==> src/rtl/corefifo_gray_pkg.sv <==
// corefifo_gray_pkg: shared constants and sizing helpers for the Gray/binary pointer converter
package corefifo_gray_pkg;

    localparam logic GRAY2BIN = 1'b0;
    localparam logic BIN2GRAY = 1'b1;

    function automatic int chw(input int n);
        return (n > 1) ? $clog2(n) : 1;
    endfunction

    function automatic int chunk(input int w, input int p);
        return (w + p - 1) / p;
    endfunction

    function automatic int popcount(input logic [63:0] x);
        int c;
        c = 0;
        for (int i = 0; i < 64; i++) begin
            if (x[i]) c++;
        end
        return c;
    endfunction

endpackage

==> src/rtl/corefifo_gray_step_chk.sv <==
// corefifo_gray_step_chk: per-channel Gray pointer history and multi-bit step detection
module corefifo_gray_step_chk
    import corefifo_gray_pkg::*;
#(
    parameter int W      = 4,
    parameter int NUM_CH = 1,
    parameter int CHW    = 1
) (
    input  logic           clk,
    input  logic           reset,
    input  logic           valid_i,
    input  logic           mode_i,
    input  logic [CHW-1:0] ch_i,
    input  logic [W-1:0]   data_i,
    output logic           step_err_o
);

    localparam int N = 1 << CHW;

    logic [W-1:0] last_q [N];
    logic [N-1:0] seen_q;
    logic         track;

    // Only in-range Gray words participate in history tracking
    always_comb begin
        track      = (mode_i == GRAY2BIN) && (32'(ch_i) < NUM_CH);
        step_err_o = track && seen_q[ch_i] && (popcount(64'(data_i ^ last_q[ch_i])) > 1);
    end

    // Record every accepted tracked word, erroneous or not, as the new reference
    always_ff @(posedge clk) begin
        if (reset) begin
            for (int i = 0; i < N; i++) last_q[i] <= '0;
            seen_q <= '0;
        end else if (valid_i && track) begin
            last_q[ch_i] <= data_i;
            seen_q[ch_i] <= 1'b1;
        end
    end

endmodule

==> src/rtl/corefifo_gray_conv_pipe.sv <==
// corefifo_gray_conv_pipe: elastic multi-stage Gray<->binary pointer converter with step-error counting
module corefifo_gray_conv_pipe
    import corefifo_gray_pkg::*;
#(
    parameter  int ADDRWIDTH   = 3,
    parameter  int NUM_CH      = 1,
    parameter  int PIPE_STAGES = 2,
    parameter  int ERR_CNT_W   = 16,
    localparam int W           = ADDRWIDTH + 1,
    localparam int CHW         = chw(NUM_CH)
) (
    input  logic                 clk,
    input  logic                 reset,
    input  logic                 in_valid,
    output logic                 in_ready,
    input  logic                 in_mode,
    input  logic [CHW-1:0]       in_ch,
    input  logic [W-1:0]         in_data,
    output logic                 out_valid,
    input  logic                 out_ready,
    output logic                 out_mode,
    output logic [CHW-1:0]       out_ch,
    output logic [W-1:0]         out_data,
    output logic                 out_step_err,
    output logic [ERR_CNT_W-1:0] step_err_cnt
);

    localparam int P = PIPE_STAGES;
    localparam int C = chunk(W, P);

    logic [P-1:0]         v_q, m_q, e_q, ld, s_v, s_m, s_e;
    logic [W-1:0]         dat_q [P];
    logic [W-1:0]         dat_d [P];
    logic [W-1:0]         s_dat [P];
    logic [CHW-1:0]       ch_q  [P];
    logic [CHW-1:0]       s_ch  [P];
    logic [ERR_CNT_W-1:0] cnt_q;
    logic                 chk_err;

    corefifo_gray_step_chk #(
        .W      (W),
        .NUM_CH (NUM_CH),
        .CHW    (CHW)
    ) u_chk (
        .clk        (clk),
        .reset      (reset),
        .valid_i    (in_valid && ld[0]),
        .mode_i     (in_mode),
        .ch_i       (in_ch),
        .data_i     (in_data),
        .step_err_o (chk_err)
    );

    // Ready ripples back from the output: a stage loads when empty or when its successor takes its word
    always_comb begin : p_ld
        logic r;
        r = out_ready;
        for (int k = P - 1; k >= 0; k--) begin
            ld[k] = !v_q[k] || r;
            r     = ld[k];
        end
    end

    // Source of each stage: the input port for stage 0, the previous stage otherwise
    always_comb begin
        s_v[0]   = in_valid;
        s_m[0]   = in_mode;
        s_e[0]   = chk_err;
        s_ch[0]  = in_ch;
        s_dat[0] = in_data;
        for (int k = 1; k < P; k++) begin
            s_v[k]   = v_q[k-1];
            s_m[k]   = m_q[k-1];
            s_e[k]   = e_q[k-1];
            s_ch[k]  = ch_q[k-1];
            s_dat[k] = dat_q[k-1];
        end
    end

    // Each stage resolves its MSB-first chunk of the Gray XOR chain; binary->Gray is done in stage 0
    always_comb begin : p_conv
        logic [W-1:0] t;
        for (int k = 0; k < P; k++) begin
            t = s_dat[k];
            if (s_m[k] == GRAY2BIN) begin
                for (int i = W - 2; i >= 0; i--) begin
                    if (i <= W - 1 - k * C && i >= W - (k + 1) * C) t[i] = t[i+1] ^ t[i];
                end
            end else if (k == 0) begin
                t = t ^ (t >> 1);
            end
            dat_d[k] = t;
        end
    end

    // Stage registers advance independently; payload only changes when a valid word arrives
    always_ff @(posedge clk) begin
        if (reset) begin
            v_q <= '0;
            m_q <= '0;
            e_q <= '0;
            for (int k = 0; k < P; k++) begin
                dat_q[k] <= '0;
                ch_q[k]  <= '0;
            end
        end else begin
            for (int k = 0; k < P; k++) begin
                if (ld[k]) begin
                    v_q[k] <= s_v[k];
                    if (s_v[k]) begin
                        dat_q[k] <= dat_d[k];
                        m_q[k]   <= s_m[k];
                        e_q[k]   <= s_e[k];
                        ch_q[k]  <= s_ch[k];
                    end
                end
            end
        end
    end

    // Count erroneous words as they leave, saturating at all-ones
    always_ff @(posedge clk) begin
        if (reset) cnt_q <= '0;
        else if (v_q[P-1] && out_ready && e_q[P-1] && !(&cnt_q)) cnt_q <= cnt_q + ERR_CNT_W'(1);
    end

    assign in_ready     = ld[0];
    assign out_valid    = v_q[P-1];
    assign out_mode     = m_q[P-1];
    assign out_step_err = e_q[P-1];
    assign out_ch       = ch_q[P-1];
    assign out_data     = dat_q[P-1];
    assign step_err_cnt = cnt_q;

endmodule

==> config.mk <==
export PLATFORM = sky130hd
export DESIGN_NAME = corefifo_gray_conv_pipe
export DESIGN_NICKNAME = d
export VERILOG_FILES = /design/src/rtl/corefifo_gray_pkg.sv /design/src/rtl/corefifo_gray_step_chk.sv /design/src/rtl/corefifo_gray_conv_pipe.sv
export SDC_FILE = /design/constraint.sdc
export NUM_CORES = 1
export LEC_CHECK = 0
export ABC_AREA = 1
export ABC_CLOCK_PERIOD_IN_PS = 1620
export BUFFER_PORTS_ARGS = -buffer_cell sky130_fd_sc_hd__buf_2
export CORE_ASPECT_RATIO = 2
export CORE_MARGIN = 1.5
export CORE_UTILIZATION = 50
export DETAILED_ROUTE_END_ITERATION = 10
export GPL_TIMING_DRIVEN = 1
export PLACE_DENSITY = 0.75
export SLEW_MARGIN = 10
export SYNTH_ARGS = -nofsm -noshare
export SYNTH_HDL_FRONTEND = slang
export SYNTH_SLANG_ARGS = --single-unit
==> constraint.sdc <==
create_clock -name clk -period 1.62 [get_ports clk]
set_input_delay 0.324 -clock clk [delete_from_list [all_inputs] [get_ports clk]]
set_output_delay 0.324 -clock clk [all_outputs]
set_load 0.005 [all_outputs]
Yosys cells after proc, flatten, opt, wreduce, memory -nomap -nowiden
Memory sizes are Yosys's and may differ from the RTL's.
Index checks and enable logic that the tools add are counted.
{ "classes": {"eq_ne": 0, "n_bitwise": 11, "multipliers": 0, "div": 0, "n_reduce_logical": 18, "order_cmp": 4, "n_mux": 93, "add_sub_neg": 64, "shifts": 0} }
{ "ops": {"columns": ["op", "count"], "rows": [
  ["32-bit 2-to-1 mux", 63],
  ["32-bit by 2-bit adder with 32-bit output, second input constant", 62],
  ["32-bit by 2-bit greater-than comparator with 1-bit output, second input constant", 1],
  ["1-bit 2-to-1 mux", 24],
  ["16-bit by 1-bit adder with 16-bit output, second input constant", 1],
  ["16-bit AND reduction", 1],
  ["4-bit 2-to-1 mux", 3],
  ["1-bit logical AND", 9],
  ["2-bit 2-to-1 mux", 2],
  ["1-bit bitwise OR", 4],
  ["2-bit AND reduction", 2],
  ["4-bit OR reduction", 1],
  ["4-bit by 3-bit XOR with 4-bit output", 1],
  ["4-bit XOR", 1],
  ["1-bit zero test", 3],
  ["1-bit XOR", 3],
  ["1-bit by 1-bit adder with 2-bit output, second input constant", 1],
  ["1-bit logical OR", 2],
  ["1-bit by 2-bit less-than comparator with 1-bit output, second input constant", 1],
  ["2-bit bitwise OR", 1],
  ["1-bit demux with 1-bit select", 1],
  ["1-bit >= comparator, second input constant", 1],
  ["1-bit less-than comparator, second input constant", 1],
  ["1-bit inverter", 1]
]} }
{ "word_totals": {"elab_cells": 201, "memories": 3, "in_bits": 10, "ram_bits": 18, "out_inout_bits": 25, "rom_bits": 0, "ff_bits": 24, "latch_bits": 0} }
{ "memory_table": {"columns": ["memory", "depth", "word_bits", "rd", "rd_ports_with_merged_regs", "wr", "line_no", "text"], "rows": [
  ["dat_q", 2, 4, 2, 0, 2, "corefifo_gray_conv_pipe.sv:32", "logic [W-1:0] dat_q [P];"],
  ["u_chk.last_q", 2, 4, 1, 0, 2, "corefifo_gray_step_chk.sv:20", "logic [W-1:0] last_q [N];"],
  ["ch_q", 2, 1, 2, 0, 2, "corefifo_gray_conv_pipe.sv:35", "logic [CHW-1:0] ch_q [P];"]
]} }

Logic depth before layout (Yosys ltp)
Gate-level depths: netlist of the first run.
An unclocked memory read counts as a cell.
{ "depth": {"ltp_word": 131, "depth_mapped": 15} }

Modules after synthesis
A second synthesis of the first run with hierarchy kept.
{ "hier_totals": {"cells_unflattened": 319, "hier_area_um2": 2324.7} }
{ "by_module_without_submodules": {"columns": ["mod", "area_per_inst_um2", "seq_area_each_um2", "instances", "cells_per_inst"], "rows": [
  ["corefifo_gray_conv_pipe", 1630.3, 740.7, 1, 222],
  ["corefifo_gray_step_chk", 694.4, 260.2, 1, 97]
]} }

Worst setup path before layout of the first run
Ideal clock, no wire load.
{ "synth_path": {"path_type": "input -> register", "start": "in in_ch", "end": "reg e_q[0]", "arrival_ps": 1558, "setup_time_ps": 112, "required_ps": 1508, "n_path_buf": 1, "slack_ps": -51, "path_stages": 14, "path_cell_list": "buf_4 > inv_4 > nand2_1 > nand3_1 > nand2_1 > ha_1 > inv_1 > nand3_1 > nand2_1 > nand2_1 > a21oi_1 > nand2_1 > nand2_1 > nand2_1"} }
{ "synth_between": {"elab_chain_cells": 131, "word_cells_on_any_way": 136, "cone_classes": "add/sub: 63; order compare: 2; mux: 66; bitwise: 1; reduce/logical: 3; memory: 1"} }
{ "synth_lines": {"columns": ["item", "line_no", "text"], "rows": [
  ["from (decl)", "corefifo_gray_conv_pipe.sv:17", "input logic [CHW-1:0] in_ch,"],
  ["memory 2 x 4 bit", null, null],
  ["4-bit XOR", "corefifo_gray_step_chk.sv:27", "step_err_o = track && seen_q[ch_i] && (popcount(64'(data_i ^ last_q[ch_i])) > 1);"],
  ["1-bit 2-to-1 mux", "corefifo_gray_pkg.sv:19", "if (x[i]) c++;"],
  ["1-bit by 1-bit adder with 2-bit output", "corefifo_gray_pkg.sv:19", null],
  ["32-bit 2-to-1 mux", "corefifo_gray_pkg.sv:19", null],
  ["32-bit by 2-bit adder with 32-bit output", "corefifo_gray_pkg.sv:19", null],
  ["32-bit 2-to-1 mux", "corefifo_gray_pkg.sv:19", null],
  ["32-bit by 2-bit adder with 32-bit output", "corefifo_gray_pkg.sv:19", null],
  ["[... 115 more ...]", null, null],
  ["32-bit by 2-bit adder with 32-bit output", "corefifo_gray_pkg.sv:19", null],
  ["32-bit 2-to-1 mux", "corefifo_gray_pkg.sv:19", null],
  ["32-bit by 2-bit adder with 32-bit output", "corefifo_gray_pkg.sv:19", null],
  ["32-bit 2-to-1 mux", "corefifo_gray_pkg.sv:19", null],
  ["32-bit by 2-bit adder with 32-bit output", "corefifo_gray_pkg.sv:19", null],
  ["32-bit 2-to-1 mux", "corefifo_gray_pkg.sv:19", null],
  ["32-bit by 2-bit greater-than comparator with 1-bit output", "corefifo_gray_step_chk.sv:27", null],
  ["1-bit logical AND *", "corefifo_gray_step_chk.sv:27", null],
  ["to (signal, indexed assignment)", "corefifo_gray_conv_pipe.sv:113", "e_q[k] <= s_e[k];"],
  ["to (decl)", "corefifo_gray_conv_pipe.sv:31", "logic [P-1:0] v_q, m_q, e_q, ld, s_v, s_m, s_e;"]
]} }
Every way passes the cells marked *; elsewhere a longest branch is shown, timed or not. The select of a mux whose other input is x is not followed.
A chain may end at the register's enable or synchronous reset.

Final worst setup path of the first run
{ "layout_path": {"start": "mem u_chk.last_q[0][0]", "end": "reg e_q[0]"} }
{ "layout_between": {"elab_chain_cells": 131} }
{ "layout_lines": {"columns": ["item", "line_no"], "rows": [
  ["from (decl)", "corefifo_gray_step_chk.sv:20"],
  ["memory 2 x 4 bit *", null],
  ["4-bit XOR *", "corefifo_gray_step_chk.sv:27"],
  ["1-bit 2-to-1 mux *", "corefifo_gray_pkg.sv:19"],
  ["1-bit by 1-bit adder with 2-bit output", "corefifo_gray_pkg.sv:19"],
  ["32-bit 2-to-1 mux *", "corefifo_gray_pkg.sv:19"],
  ["32-bit by 2-bit adder with 32-bit output", "corefifo_gray_pkg.sv:19"],
  ["32-bit 2-to-1 mux *", "corefifo_gray_pkg.sv:19"],
  ["32-bit by 2-bit adder with 32-bit output", "corefifo_gray_pkg.sv:19"],
  ["[... 115 more ...]", null],
  ["32-bit by 2-bit adder with 32-bit output", "corefifo_gray_pkg.sv:19"],
  ["32-bit 2-to-1 mux *", "corefifo_gray_pkg.sv:19"],
  ["32-bit by 2-bit adder with 32-bit output", "corefifo_gray_pkg.sv:19"],
  ["32-bit 2-to-1 mux *", "corefifo_gray_pkg.sv:19"],
  ["32-bit by 2-bit adder with 32-bit output", "corefifo_gray_pkg.sv:19"],
  ["32-bit 2-to-1 mux *", "corefifo_gray_pkg.sv:19"],
  ["32-bit by 2-bit greater-than comparator with 1-bit output *", "corefifo_gray_step_chk.sv:27"],
  ["1-bit logical AND *", "corefifo_gray_step_chk.sv:27"]
]} }
Every way passes the cells marked *; elsewhere a longest branch is shown, timed or not.

==> results of run 1 <==
## area by class of cell
| type | instances | area [um2] |
|---|---|---|
| Inverter | 38 | 145 |
| Fill cell | 381 | 1520 |
| Sequential cell | 41 | 1000 |
| Timing Repair Buffer | 56 | 335 |
| Tap cell | 54 | 67.6 |
| Clock buffer | 5 | 68.8 |
| Clock inverter | 3 | 68.8 |
| Multi-Input combinational cell | 203 | 1090 |
## registers in the layout (all words and copies together) (netlist names)
name          count
e_q               2
u_chk.seen_q      1
m_q               2
v_q               2
dat_q             8
ch_q              2
step_err_cnt     16
u_chk.last_q      8
## final timing paths
| path | end | cells after the start | startpoint | slack [ps] |
|---|---|---|---|---|
| hold / removal | m_q[0] | 3 | in_mode | 330 |
| hold reg to reg | u_chk.seen_q[0] | 2 | u_chk.seen_q[0] | 480 |
| setup reg to reg | e_q[0] | 13 | u_chk.last_q[0][0] | 40 |
| setup / recovery | e_q[0] | 13 | u_chk.last_q[0][0] | 40 |
## per-stage QoR
stage | hold slack [ps] | std cells | setup TNS [ps] | cell area (um2)
5_1_grt | 342 | 400 | -113 | 2780
3_3_place_gp | 468 | 387 | -99.5 | 2520
2_1_floorplan | 446 | 292 | 0 | 2220
4_1_cts | 329 | 395 | -30.9 | 2660
6_report | 330 | 400 | 0 | 2780
3_5_place_dp | 472 | 387 | -154 | 2520
## per-layer routing
layer,global-route usage [%],vias up,part of all wire (%)
li1,-,1030,-
met2,44.8,36,60
met1,19.5,910,35
met5,0,-,0
met4,9.19,0,2.2
met3,3.86,10,2.6
## cells in the final DEF, fill, tap and decap left out, drive strengths merged, types with 2 or more instances in the layout
master	count
dfxtp	23
nor2	37
edfxtp	18
nand3	31
nand2	76
nor3b	3
inv	39
conb	4
ha	3
clkbuf	5
a21oi	19
nor3	6
xor2	6
bufinv	2
buf	56
o21ai	10
xnor2	4
## kinds of logic (layout without fill, tap and decap cells)
family	after synthesis	count (layout)	share of synthesized area [%]
XOR/XNOR	10	10	3.97
adder cells (fa/ha/maj)	3	3	1.70
buffers and inverters	48	102	9.54
other	1	4	0.170
flip-flops	41	41	45.4
AND/OR/NAND/NOR	155	155	31.6
AO/OA/AOI/OAI	31	31	7.66
## worst min-delay path, delay by kind of cell
| kind | cells | cell delay, ps |
|---|---|---|
| buffers and inverters | 1 | 130 |
| AND/OR/NAND/NOR | 1 | 70 |
| AO/OA/AOI/OAI | 1 | 50 |
## timing repair
action                     in CTS  in global routing
setup endpoints to repair       3                 14
gates cloned                    0                  0
resized for setup               1                 22
setup buffers                   0                  5
pin swaps                       2                  9
## report_power, final
part | leakage (nW) | internal (mW) | switching (mW)
clock | 0.0687 | 0.620 | 0.362
combinational | 0.828 | 0.124 | 0.180
sequential | 0.372 | 1.13 | 0.0203
==> flow_summary.yaml, run 1 <==
cts:
  cts_tree: "done"
  holdBufCountCts: 0
  htreeDepth: 2
  path_clk_slew_ps: 80
  clock_sinks: 41
  clk_latency_ps: 300
  clockBufferDepth: 2
  root_buffer: "clkbuf_8"
  numCtsBuffers: 5
synth:
  ys_warn_count: 0
  ys_top_cells_by_count: "nand2_1, nor2_1, inv_1, nand3_1, dfxtp_1"
  async_flop_share_pct: 0
  syn_inst: 289
  ys_dominant_reg_cell: "dfxtp_1"
  syn_avg_cell_area_um2: 7.63
  synth_area_leaders: "edfxtp_1, dfxtp_1, nand2_1"
  yosysSeqAreaShare_pct: 45.4
  yosysMostFrequentCell: "nand2_1"
  synth_area_um2: 2200
  ys_ff_latch: 41
  synth_edf_count: 18
  ys_types: 34
  post-synth-top-area-fraction_pct: 24.5
  yosysTopAreaCell: "edfxtp_1"
run_status:
  status: "finished, final reports clean"
setup_path:
  cpLargestDelayFamily: "simple AND/OR/NAND/NOR gates"
  crit_arrival_ps: 1780
  crit_path_top_delay_cell: "edfxtp_1"
  endpoint_kind: "register"
  worstPathRequired_ps: 1820
  crit_path_frequent_cell: "nand2_2"
  crit_fanout: 3
  path_cells: "inv_2 > nand2_2 > nand3_2 > nand2_2 > ha_4 > inv_2 > nand3_2 > nand2_2 > nand2_2 > a21oi_2 > nand2_1 > nand2_1 > nand2_1"
  crit_buf_inv: 2
  crit_path_start_kind: "register"
  path_class: "reg -> reg"
  critPathMaxStageDelay_ps: 420
global_route:
  grt_max_degree: 20
  grt_pass1_wl_um: 8180
  antenna_found_initial: 0
  overflow: 0
  grt_pass1_vias: 1947
  grt.total_usage_pct: 22.0
floorplanning:
  rows: 34
  die_h_um: 96.9
  boundaryPins: 35
  die-area_um2: 4840
  core_um2: 4300
  die_w_um: 50.0
  initial_core_util_pct: 51.3
layout:
  final_util_pct: 64.7
  nets: 358
  n_antenna_cell: 0
  synthToLayoutAreaGrowth_pct: 26.1
  drive_gt1_share_pct: 28.9
placement:
  port_buffers: 34
  dpl.hpwl_um: 3690
  place_congestion: 0.801
  dpl_worst_slack_ps: -148
drt:
  wl_um: 5000
  post_drt_wl_per_cell_um: 12.5
  detail-route-antenna-nets: 0
  drc: 0
  drt_iter0_markers: 22
  drt_pass1_iterations: 4
  vias: 1986
  vias_per_cell: 4.97
sta:
  period_needed_ps: 1580
  slew_violations: 0
  setup_violations: 0
  fmax_mhz: 633
  final_hold_viol_count: 0
  fin_crit_sh_pct: 97.5
  worst_slack_ps: 40.0
  rsz0062_at_grt: "true"
  fin_skew_ps: 10.4
worst_hold_path:
  min_path_type: "in -> reg"
power:
  power_density_nw_per_um2: 876
  total_power_mw: 2.44
  peakVddDrop_v: 0.000685
  power.leakage_nw: 1.27
job:
  maxCapViolations: 0
No activity file was read; power rests on OpenSTA's default activity.
==> run 2: changes to the inputs <==
- ABC_AREA: 1 -> not set
- CORE_MARGIN: 1.5 -> 3
==> flow_summary.yaml, run 2 <==
run_status:
  status: "complete, but fails checks"
  violations: "negative setup slack"
layout:
  final_cell_mix: "buf_2, buf_4, nor2_1"
  mostFrequentLayoutCell: "buf_2"
  finalNonFillerCells: 321
  nets: 282
  drive_gt1_share_pct: 36.3
  n_antenna_cell: 0
  fillers: 315
  synthToLayoutAreaGrowth_pct: 31.4
  largest_reg_flops: 16
drt:
  drc: 0
  detail-route-antenna-nets: 0
  wl_um: 4400
  drt_iter0_markers: 36
  vias: 1676
  vias_per_cell: 5.22
  post_drt_wl_per_cell_um: 13.7
  drt_pass1_iterations: 4
setup_path:
  crit_buf_inv: 0
  crit_fanout: 4
  path_class: "reg -> reg"
  rr_worst_depth: 6
  critPathMaxStageDelay_ps: 410
  cpLargestDelayFamily: "compound AO/OA/AOI/OAI gates"
  startpoint: "u_chk.last_q[0][0]"
  worstPathRequired_ps: 1820
  crit_cells: 6
  path_cells: "mux2i_4 > xor2_4 > ha_4 > a31oi_1 > o211ai_1 > a221oi_2"
  endpoint_kind: "register"
  r2r-start: "u_chk.last_q[0][0]"
  crit_arrival_ps: 1860
  crit_path_start_kind: "register"
  crit_path_top_delay_cell: "edfxtp_1"
placement:
  place_congestion: 0.786
  placed_cells: 310
  dpl.hpwl_um: 3370
  dpl_worst_slack_ps: -219
  port_buffers: 34
floorplanning:
  die_h_um: 95.6
  boundaryPins: 35
  core_um2: 3840
  rows: 32
  die_w_um: 50.8
  initial_core_util_pct: 52.2
  die-area_um2: 4860
power:
  power_density_nw_per_um2: 800
  peakVddDrop_v: 0.000813
  power.leakage_nw: 1.11
  total_power_mw: 2.11
synth:
  ys_top_cells_by_count: "nor2_1, dfxtp_1, edfxtp_1, xnor2_1"
  yosysMostFrequentCell: "nor2_1"
  yosysTopAreaCell: "edfxtp_1"
  post-synth-top-area-fraction_pct: 26.9
  synthMuxAreaShare_pct: 3.61
  ys_ff_latch: 41
  syn_inst: 201
  synth_compound_area_share_pct: 5.42
  synth_xor_area_share_pct: 11.0
  synth_top_family_by_area: "simple AND/OR/NAND/NOR gates"
  synth_area_um2: 2010
  ys_types: 38
  async_flop_share_pct: 0
  syn_avg_cell_area_um2: 9.99
  ys_warn_count: 0
  synth_area_leaders: "edfxtp_1, dfxtp_1, nor2_1"
  ys_dominant_reg_cell: "dfxtp_1"
  yosysSeqAreaShare_pct: 49.8
  synth-simple-area-share_pct: 23.6
  synth_adder_area_share_pct: 1.87
  synth_edf_count: 18
sta:
  slew_violations: 0
  fmax_mhz: 605
  period_needed_ps: 1650
  final_hold_viol_count: 0
  hold_ws_ps: 319
  fin_skew_ps: 4.10
  rsz0062_at_grt: "true"
  worst_slack_ps: -32.9
  fin_crit_sh_pct: 102
  setup_violations: 1
  fin_tns_setup_ps: -32.9
global_route:
  grt.total_usage_pct: 20.0
  overflow: 0
  grt_max_degree: 15
  grt_pass1_vias: 1591
  antenna_found_initial: 0
  grt_pass1_wl_um: 7180
worst_hold_path:
  hold_depth: 3
  min_from: "in_valid"
  min_path_type: "in -> reg"
cts:
  clk_latency_ps: 290
  holdBufCountCts: 0
  numCtsBuffers: 5
  path_clk_slew_ps: 70
  root_buffer: "clkbuf_8"
  clock_sinks: 41
  htreeDepth: 2
  cts_tree: "done"
  clockBufferDepth: 2
job:
  maxCapViolations: 0
## run 2: cells by family after synthesis
| logic type | count (synthesis) |
|---|---|
| xor+xnor | 23 |
| fa+ha+maj | 3 |
| flops | 41 |
| mux | 6 |
| simple gates | 92 |
| compound gates | 17 |
| other cells | 1 |
| buf+inv | 18 |
## run 2: stage by stage
| step | util, % | instance area (um2) |
|---|---|---|
| final | 68.7 | 2640 |
| after CTS | 66.9 | 2570 |
| after global routing | 68.7 | 2640 |
| after detailed placement | 63.7 | 2450 |
| after global placement | 63.7 | 2450 |
| after floorplan | - | 2040 |
## run 2: timing repair
item                                   4_1_cts  5_1_grt
pin swaps                                    3        5
endpoints found under the hold margin        0        0
gates cloned                                 0        0
buffers inserted                             1        2
setup endpoints to repair                   12       16
gates resized for setup                      5       11
## run 2: area by class of cell
type | count | area (um2) | share of cell area [%]
Clock buffer | 8 | 90.1 | 3.41
Timing Repair Buffer | 68 | 429 | 16.3
Sequential cell | 41 | 1000 | 38.0
Inverter | 8 | 30.0 | 1.14
Tap cell | 51 | 63.8 | 2.42
Multi-Input combinational cell | 145 | 1020 | 38.8
## run 2: worst register-to-register path, stage by stage (launching register included)
cell	delay [ps]
edfxtp_1	410
mux2i_4	220
xor2_4	220
ha_4	240
a31oi_1	130
o211ai_1	110
a221oi_2	240
## run 2: power breakdown
part / leakage [nW] / internal, mW / switching (mW)
clock: 0.0455 / 0.348 / 0.331
sequential: 0.377 / 1.12 / 0.0190
combinational: 0.690 / 0.142 / 0.148
total: 1.11 / 1.61 / 0.497
## run 2: final timing paths
| kind | endpoint | slack [ps] |
|---|---|---|
| worst max-delay path | e_q[0] | -30 |
| worst max register to register | e_q[0] | -30 |
| worst min register to register | u_chk.seen_q[0] | 460 |
| worst min-delay path | v_q[0] | 320 |
## run 2: routing by layer
metal | vias up | GRT usage, % | part of all wire (%) | wire length (um)
met5 | - | 0 | 0 | 0
met4 | 0 | 11.2 | 3.1 | 137
met3 | 10 | 4.54 | 3.0 | 134
met2 | 32 | 39.1 | 60 | 2640
met1 | 810 | 18.1 | 34 | 1490
li1 | 824 | - | - | -
